`config.mk`:
```
export PLATFORM = sky130hd
export DESIGN_NAME = enc8b10b_lanes
export DESIGN_NICKNAME = d
export VERILOG_FILES = /design/src/rtl/enc8b10b_lanes.sv
export SDC_FILE = /design/constraint.sdc
export NUM_CORES = 1
export LEC_CHECK = 0
export ABC_CLOCK_PERIOD_IN_PS = 3300
export CAP_MARGIN = 20
export CELL_PAD_IN_SITES_DETAIL_PLACEMENT = 0
export CELL_PAD_IN_SITES_GLOBAL_PLACEMENT = 1
export CORE_UTILIZATION = 42
export DETAILED_ROUTE_END_ITERATION = 10
export PLACE_DENSITY = 0.89
export SYNTH_ARGS = -nofsm -noshare
export SYNTH_HDL_FRONTEND = slang
export SYNTH_SLANG_ARGS = --single-unit
```
`constraint.sdc`:
```
create_clock -name clk -period 3.3 [get_ports clk]
set_clock_uncertainty 0.15 [all_clocks]
set_input_delay 0.99 -clock clk [delete_from_list [all_inputs] [get_ports clk]]
set_output_delay 0.99 -clock clk [all_outputs]
set_load 0.1 [all_outputs]
```
`src/rtl/enc8b10b_lanes.sv`:
```
// Multi-lane clocked 8b/10b encoder with running disparity chained across lanes.
// Optional macro ENC8B10B_RD_FORCE_EN adds rd_force/rd_force_val to load the stored RD.
module enc8b10b_lanes #(
  parameter int LANES   = 1,
  parameter bit RD_INIT = 1'b0
) (
  input  logic                 clk,
  input  logic                 rst_n,
  input  logic                 in_valid,
  output logic                 in_ready,
  input  logic [8*LANES-1:0]   in_data,
  input  logic [LANES-1:0]     in_k,
  output logic                 out_valid,
  input  logic                 out_ready,
  output logic [10*LANES-1:0]  out_code,
  output logic [LANES-1:0]     out_kerr,
`ifdef ENC8B10B_RD_FORCE_EN
  input  logic                 rd_force,
  input  logic                 rd_force_val,
`endif
  output logic                 rd_out
);

  typedef struct packed {
    logic [9:0] code;
    logic       kerr;
    logic       rd;
  } lane_res_t;

  // RD- column of the 5B6B table; RD+ codes are the complements of the unbalanced ones and D.7
  function automatic logic [5:0] base6(input logic [4:0] x);
    case (x)
      5'd0:  base6 = 6'b100111;  5'd1:  base6 = 6'b011101;
      5'd2:  base6 = 6'b101101;  5'd3:  base6 = 6'b110001;
      5'd4:  base6 = 6'b110101;  5'd5:  base6 = 6'b101001;
      5'd6:  base6 = 6'b011001;  5'd7:  base6 = 6'b111000;
      5'd8:  base6 = 6'b111001;  5'd9:  base6 = 6'b100101;
      5'd10: base6 = 6'b010101;  5'd11: base6 = 6'b110100;
      5'd12: base6 = 6'b001101;  5'd13: base6 = 6'b101100;
      5'd14: base6 = 6'b011100;  5'd15: base6 = 6'b010111;
      5'd16: base6 = 6'b011011;  5'd17: base6 = 6'b100011;
      5'd18: base6 = 6'b010011;  5'd19: base6 = 6'b110010;
      5'd20: base6 = 6'b001011;  5'd21: base6 = 6'b101010;
      5'd22: base6 = 6'b011010;  5'd23: base6 = 6'b111010;
      5'd24: base6 = 6'b110011;  5'd25: base6 = 6'b100110;
      5'd26: base6 = 6'b010110;  5'd27: base6 = 6'b110110;
      5'd28: base6 = 6'b001110;  5'd29: base6 = 6'b101110;
      5'd30: base6 = 6'b011110;  default: base6 = 6'b101011;
    endcase
  endfunction

  function automatic logic [3:0] base4(input logic [2:0] y);
    case (y)
      3'd0: base4 = 4'b1011;  3'd1: base4 = 4'b1001;
      3'd2: base4 = 4'b0101;  3'd3: base4 = 4'b1100;
      3'd4: base4 = 4'b1101;  3'd5: base4 = 4'b1010;
      3'd6: base4 = 4'b0110;  default: base4 = 4'b1110;
    endcase
  endfunction

  function automatic lane_res_t encode_lane(input logic [7:0] d, input logic k, input logic rd_in);
    logic [4:0] x;
    logic [2:0] y;
    logic       kv;
    logic       flip6;
    logic       unbal4;
    logic       alt7;
    logic [5:0] c6;
    logic [3:0] c4;
    logic       rd;
    x  = d[4:0];
    y  = d[7:5];
    kv = k && ((x == 5'd28) ||
               ((y == 3'd7) && ((x == 5'd23) || (x == 5'd27) || (x == 5'd29) || (x == 5'd30))));
    c6    = (kv && (x == 5'd28)) ? 6'b001111 : base6(x);
    flip6 = ($countones(c6) != 3) || (x == 5'd7);
    if (rd_in && flip6) c6 = ~c6;
    rd     = rd_in ^ flip6;
    c4     = base4(y);
    unbal4 = ($countones(c4) != 2);
    alt7   = kv || (!rd && ((x == 5'd17) || (x == 5'd18) || (x == 5'd20))) ||
                   (rd && ((x == 5'd11) || (x == 5'd13) || (x == 5'd14)));
    // Neutral K.x.y (y = 1,2,5,6) use the opposite polarity to the data codes
    if (y == 3'd7) c4 = alt7 ? (rd ? 4'b1000 : 4'b0111) : (rd ? 4'b0001 : 4'b1110);
    else if (kv && !unbal4 && (y != 3'd3)) c4 = rd ? c4 : ~c4;
    else if (rd && (unbal4 || (y == 3'd3))) c4 = ~c4;
    encode_lane.code = {c6, c4};
    encode_lane.kerr = k && !kv;
    encode_lane.rd   = rd ^ unbal4;
  endfunction

  logic                rd_q;
  logic                rd_next;
  logic                accept;
  logic [10*LANES-1:0] enc_code;
  logic [LANES-1:0]    enc_kerr;

  assign in_ready = !out_valid || out_ready;
  assign accept   = in_valid && in_ready;
  assign rd_out   = rd_q;

  always_comb begin
    lane_res_t res;
    logic      rd_chain;
    res      = '0;
    rd_chain = rd_q;
    enc_code = '0;
    enc_kerr = '0;
    for (int n = 0; n < LANES; n++) begin
      res = encode_lane(in_data[8*n +: 8], in_k[n], rd_chain);
      enc_code[10*n +: 10] = res.code;
      enc_kerr[n]          = res.kerr;
      rd_chain             = res.rd;
    end
    rd_next = rd_chain;
  end

  always_ff @(posedge clk or negedge rst_n) begin
    if (!rst_n) begin
      out_valid <= 1'b0;
      out_code  <= '0;
      out_kerr  <= '0;
    end else if (accept) begin
      out_valid <= 1'b1;
      out_code  <= enc_code;
      out_kerr  <= enc_kerr;
    end else if (out_ready) begin
      out_valid <= 1'b0;
    end
  end

  // A forced load wins over the disparity produced by a beat accepted on the same edge
  always_ff @(posedge clk or negedge rst_n) begin
    if (!rst_n) begin
      rd_q <= RD_INIT;
`ifdef ENC8B10B_RD_FORCE_EN
    end else if (rd_force) begin
      rd_q <= rd_force_val;
`endif
    end else if (accept) begin
      rd_q <= rd_next;
    end
  end

endmodule

```
**Word level (Yosys, flattened, before mapping)**

Memory sizes are Yosys's and may differ from the RTL's.
Index checks and enable logic that the tools add are counted.

- Logic and storage cells: 81
- RAM bits: 0
- Bits in read-only memories: 192
- Memories kept: 1
- Output and inout port bits: 14
- Latch bits: 0
- Input bits: 13
- Register bits after elaboration: 13

Memory list:

| memory | depth | width | read ports | clocked after memory_dff | write ports | RTL line | RTL |
|---|---|---|---|---|---|---|---|
| (name not given) | 32 | 6 | 1 | 0 | 0 | 32 | `case (x)` |

- Equal/unequal tests: 22
- Div/mod/pow operators: 0
- Reductions and logical operators: 30
- Mux-type cells: 12
- $mul: 0
- Add/subtract/negate cells: 8
- Bitwise gates (word level): 4
- Shift-type cells: 0
- Magnitude comparators: 0

Operators by type and width:

| kind | number |
|---|---|
| 5-bit equality test, second input constant | 8 |
| 4-bit 2-to-1 mux | 7 |
| 4-bit one-hot mux with 7 select lines | 1 |
| 5-bit by 4-bit equality test with 1-bit output, second input constant | 3 |
| 1-bit logical OR | 13 |
| 3-bit equality test, second input constant | 4 |
| 6-bit 2-to-1 mux | 2 |
| 1-bit logical AND | 11 |
| 1-bit by 1-bit adder with 2-bit output | 5 |
| 2-bit by 2-bit adder with 3-bit output | 2 |
| 3-bit by 2-bit equality test with 1-bit output, second input constant | 2 |
| 3-bit by 2-bit != test with 1-bit output, second input constant | 2 |
| 6-bit NOT | 1 |
| 5-bit by 3-bit equality test with 1-bit output, second input constant | 1 |
| 3-bit by 2-bit adder with 4-bit output | 1 |
| 1-bit logical NOT | 4 |
| 4-bit by 2-bit != test with 1-bit output, second input constant | 1 |
| 4-bit NOT | 1 |
| 3-bit by 1-bit equality test with 1-bit output, second input constant | 1 |
| 3-bit logical NOT | 1 |
| 1-bit 2-to-1 mux | 2 |
| 2-bit nonzero test | 1 |
| 1-bit bitwise XOR | 2 |

**Longest topological paths before layout**

- Word-level depth: 21
- Depth in mapped cells: 20
- Depth with buffers taken out: 19

**Worst setup path before layout**

No wires, ideal clock.

- Path kind: in2reg
- From: input in_data[0]
- To: register out_code[3]
- Slack: -2,254 ps
- Buffers on the path: 1
- Setup time: 74 ps
- Arrival time: 5,330 ps
- Stages: 19
- Data required time: 3,076 ps
- Cell sequence: ha_1 > or2b_1 > a21oi_1 > a211oi_1 > nor3_1 > fa_1 > fa_1 > inv_1 > ha_1 > inv_1 > fa_1 > nand4b_1 > ha_1 > buf_1 > nand3b_1 > nor3_1 > a211oi_4 > mux2_4 > o21ai_2

- Cells in the longest elaborated chain, start to end: 21
- Elaborated cells on any way between the ends: 48
- Classes of those cells: 5 x add/sub; 13 x eq/ne; 8 x mux; 1 x bitwise; 20 x reduce/logical; 1 x memory

Ends and longest elaborated chain:

| element | RTL line | RTL |
|---|---|---|
| start, declared | 11 | `input logic [8*LANES-1:0] in_data,` |
| 5-bit equality test | 74 | `((y == 3'd7) && ((x == 5'd23) \|\| (x == 5'd27) \|\| (x == 5'd29) \|\| (x == 5'd30))));` |
| 1-bit logical OR (3 in series) | 74 |  |
| 1-bit logical AND | 74 |  |
| 1-bit logical OR | 73 | `kv = k && ((x == 5'd28) \|\|` |
| 1-bit logical AND | 73 |  |
| 1-bit logical AND | 75 | `c6 = (kv && (x == 5'd28)) ? 6'b001111 : base6(x);` |
| 6-bit 2-to-1 mux | 75 |  |
| 1-bit by 1-bit adder with 2-bit output (not written as such) | 76 | `flip6 = ($countones(c6) != 3) \|\| (x == 5'd7);` |
| (+2 left out) | -- |  |
| 4-bit by 2-bit != test with 1-bit output | 76 |  |
| 1-bit logical OR | 76 |  |
| 1-bit bitwise XOR | 78 | `rd = rd_in ^ flip6;` |
| 1-bit logical NOT | 81 | `alt7 = kv \|\| (!rd && ((x == 5'd17) \|\| (x == 5'd18) \|\| (x == 5'd20))) \|\|` |
| 1-bit logical AND | 81 |  |
| 1-bit logical OR (2 in series) | 81 |  |
| 4-bit 2-to-1 mux | 84 | `if (y == 3'd7) c4 = alt7 ? (rd ? 4'b1000 : 4'b0111) : (rd ? 4'b0001 : 4'b1110);` |
| 4-bit 2-to-1 mux (*) | 84 |  |
| end signal, assigned | 125 | `out_code <= enc_code;` |
| end, declared | 15 | `output logic [10*LANES-1:0] out_code,` |

Mark *: on every way between the ends. The rest lies on a longest branch, timed or not.
A chain may end at the register's enable or synchronous reset.

**Worst setup path after layout**

- From: input in_data[0]
- To: register out_code[1]

Same word-level chain as after synthesis.

==> impl_metrics.json <==
{
  "grt_pass1_vias": 1683,
  "layout-drive-gt1-share_pct": 42.1,
  "cp.arrival_ps": 5290,
  "netlist_area_um2": 1540,
  "ant_nets": 0,
  "numPortBuffers": 26,
  "switching_share_pct": 54.8,
  "firstDrtPassIters": 4,
  "drc": 0,
  "yosysTopAreaCell": "dfrtp_1",
  "cts_sinks": 13,
  "period_minus_slack_ps": 5290,
  "synth_top_area_share_pct": 21.1,
  "fin_area_um2": 2470,
  "area_growth_pct": 59.9,
  "antennaDiodeCount": 0,
  "violations": "negative setup slack",
  "dp.cells": 300,
  "fin_util_pct": 72.3,
  "yosysSeqAreaShare_pct": 21.1,
  "hold_path.class": "reg -> reg",
  "p_per_area_nw_per_um2": 656,
  "row_count": 21,
  "rsz0062_at_grt": "true",
  "dieArea_um2": 3920,
  "cts_buffer_depth": 2,
  "grt_max_degree": 17,
  "wl_per_cell_um": 14.2,
  "num_vias": 1697,
  "final_cells": 317,
  "place_ws_ps": -2680,
  "worst_slack_ps": -1990,
  "worstPathRequired_ps": 3300,
  "dpl.hpwl_mm": 3.33,
  "grt-ovfl-total": 0,
  "clockPowerShare_pct": 5.7,
  "root_buffer": "clkbuf_4",
  "antenna_found_initial": 0,
  "drtIter0Drc": 73,
  "io_pins": 27,
  "fill_cells": 266,
  "yosysMostFrequentCell": "nand2_1",
  "synth_edf_count": 0,
  "p_int_mw": 0.731,
  "total_leakage_power_nw": 1.11,
  "max_freq_mhz": 189,
  "track_usage_pct": 23.1,
  "status": "finished with violations",
  "cap_violations": 0,
  "place_congestion": 0.822,
  "holdWs_ps": 332,
  "combPwrFrac_pct": 78.1,
  "peakVddDrop_mv": 0.263,
  "seq_power_share_pct": 16.1,
  "cts_tree": "done",
  "worstSetupPathType": "in -> reg",
  "clock_latency_ps": 260,
  "die_y_um": 62.6,
  "synth_cells": 191,
  "finalHoldViolCount": 0,
  "ys_ff_latch": 13,
  "report.final.slew_viol_count": 0,
  "dpl_cell_area_um2": 2240,
  "core_um2": 3420,
  "synth-async-reset-ratio_pct": 100,
  "vias_per_cell": 5.35,
  "p_switching_mw": 0.888,
  "synth-main-ff-cell": "dfrtp_1",
  "drt-total-wl_mm": 4.50,
  "setup_violations": 11,
  "cts.clk_slew.worst_paths_ps": 70,
  "start_util_pct": 45.2,
  "die_w_um": 62.6,
  "ys_types": 51,
  "nets": 301,
  "fin_crit_sh_pct": 160,
  "startpoint_type": "input pin",
  "grt_pass1_wl_mm": 7.38,
  "end_kind": "flip-flop",
  "cts_max_level": 1,
  "slew_headroom_pct": 64.0,
  "synth_commonest_cells": "23 x nand2_1, 13 x dfrtp_1, 12 x a21oi_1, 12 x ha_1, 11 x o21ai_0",
  "cts_buffers": 3,
  "synth_area_per_cell_um2": 8.08,
  "worstMarginPinSlew_ps": 539,
  "syn_nets": 220,
  "yosys_warnings": 0,
  "synth_area_leaders": "dfrtp_1 21%, ha_1 9.7%, nand2_1 5.6%",
  "crit_fanout": 3
}
-- registers in the layout, summed over array words and instances, names as in the netlist --
signal	flops
rd_out	1
out_kerr	1
out_valid	1
out_code	10
-- cell families after synthesis --
logic type,count (synthesis),synth area share (%)
AOI/OAI and AO/OA,52,24.1
xor gates and xnor gates,7,3.97
adders and majority gates,16,14.9
buffers and inverters,24,6.65
DFF,13,21.1
muxes,5,3.65
and+or+nand+nor,74,25.6
-- worst max-delay path, stage by stage --
cell and delay [ps]:
buf_8 80, buf_6 90, ha_4 110, or2b_1 270
a21oi_2 160, a211oi_2 70, nor3_2 230, fa_1 490
fa_1 570, inv_1 50, ha_2 160, inv_2 40
fa_1 380, nand4b_1 220, ha_4 240, nand3b_1 230
nor3_2 240, a211oi_4 120, buf_6 150, o311a_4 120
a211o_1 280
-- power by group through the flow --
stage,clock network (mW),logic [mW],registers (mW)
6_report,0.0930,1.26,0.261
5_1_grt,0.105,1.33,0.269
3_5_place_dp,0,1.11,0.263
2_1_floorplan,0,0.426,0.708
3_3_place_gp,0,1.10,0.257
4_1_cts,0.0957,1.18,0.260
-- path summary, 6_finish.rpt --
path,startpoint,end,slack [ps],depth (start not counted)
max reg2reg,rd_out,out_code[1],1220,7
max in group asynchronous,rst_n,out_code[5],1720,1
min reg2reg,out_code[3],out_code[3],330,2
min,out_code[3],out_code[3],330,2
min in group asynchronous,rst_n,out_code[2],920,1
max,in_data[0],out_code[1],-1990,21
-- per-stage QoR --
stage	total power, mW	setup TNS [ps]
finish	1.62	-16210
global route	1.71	-17430
CTS	1.54	-15740
detailed placement	1.38	-24790
global placement	1.35	-23290
floorplan	1.13	-15860
-- layer usage --
metal | up-vias | part of all wire, % | track usage [%]
li1 | 842 | - | -
met1 | 789 | 42 | 27.9
met2 | 56 | 51 | 42.3
met3 | 10 | 4.3 | 2.01
met4 | 0 | 2.2 | 8.14
met5 | - | 0 | 0
-- cell type report --
cell class                 count  area, µm²  area share (%)
tap                           46       57.6            2.33
sequential                    13        325            13.2
multi-input combinational    154       1270            51.6
clock buffer                   4       26.3            1.06
timing repair buffer          90        741            30.0
inverter                      10       45.0            1.82
-- cells in the final DEF (no fill, tap or decap), types with 3 or more instances in the layout --
| cell type | count |
|---|---|
| nand3_1 | 5 |
| fa_1 | 4 |
| o21ai_0 | 6 |
| a31oi_1 | 3 |
| inv_1 | 7 |
| nand2_1 | 23 |
| a21oi_1 | 10 |
| nor2b_1 | 5 |
| nand3b_1 | 3 |
| nand2b_1 | 7 |
| o211ai_1 | 3 |
| ha_4 | 5 |
| buf_4 | 69 |
| nor2_1 | 8 |
| o21ai_1 | 5 |
| ha_1 | 6 |
| buf_6 | 8 |
| dfrtp_1 | 13 |
| clkdlybuf4s50_1 | 7 |
| xor2_1 | 4 |
| clkbuf_4 | 3 |
-- what timing repair did --
item                                    in CTS  in global routing
endpoints found under the setup margin      11                 11
cloned                                       1                  0
hold buffers                                 0                  0
gates resized for setup                     27                 13
pin swaps                                   21                 16
buffers inserted                             8                  4
Power figures use the tool's default switching activity.
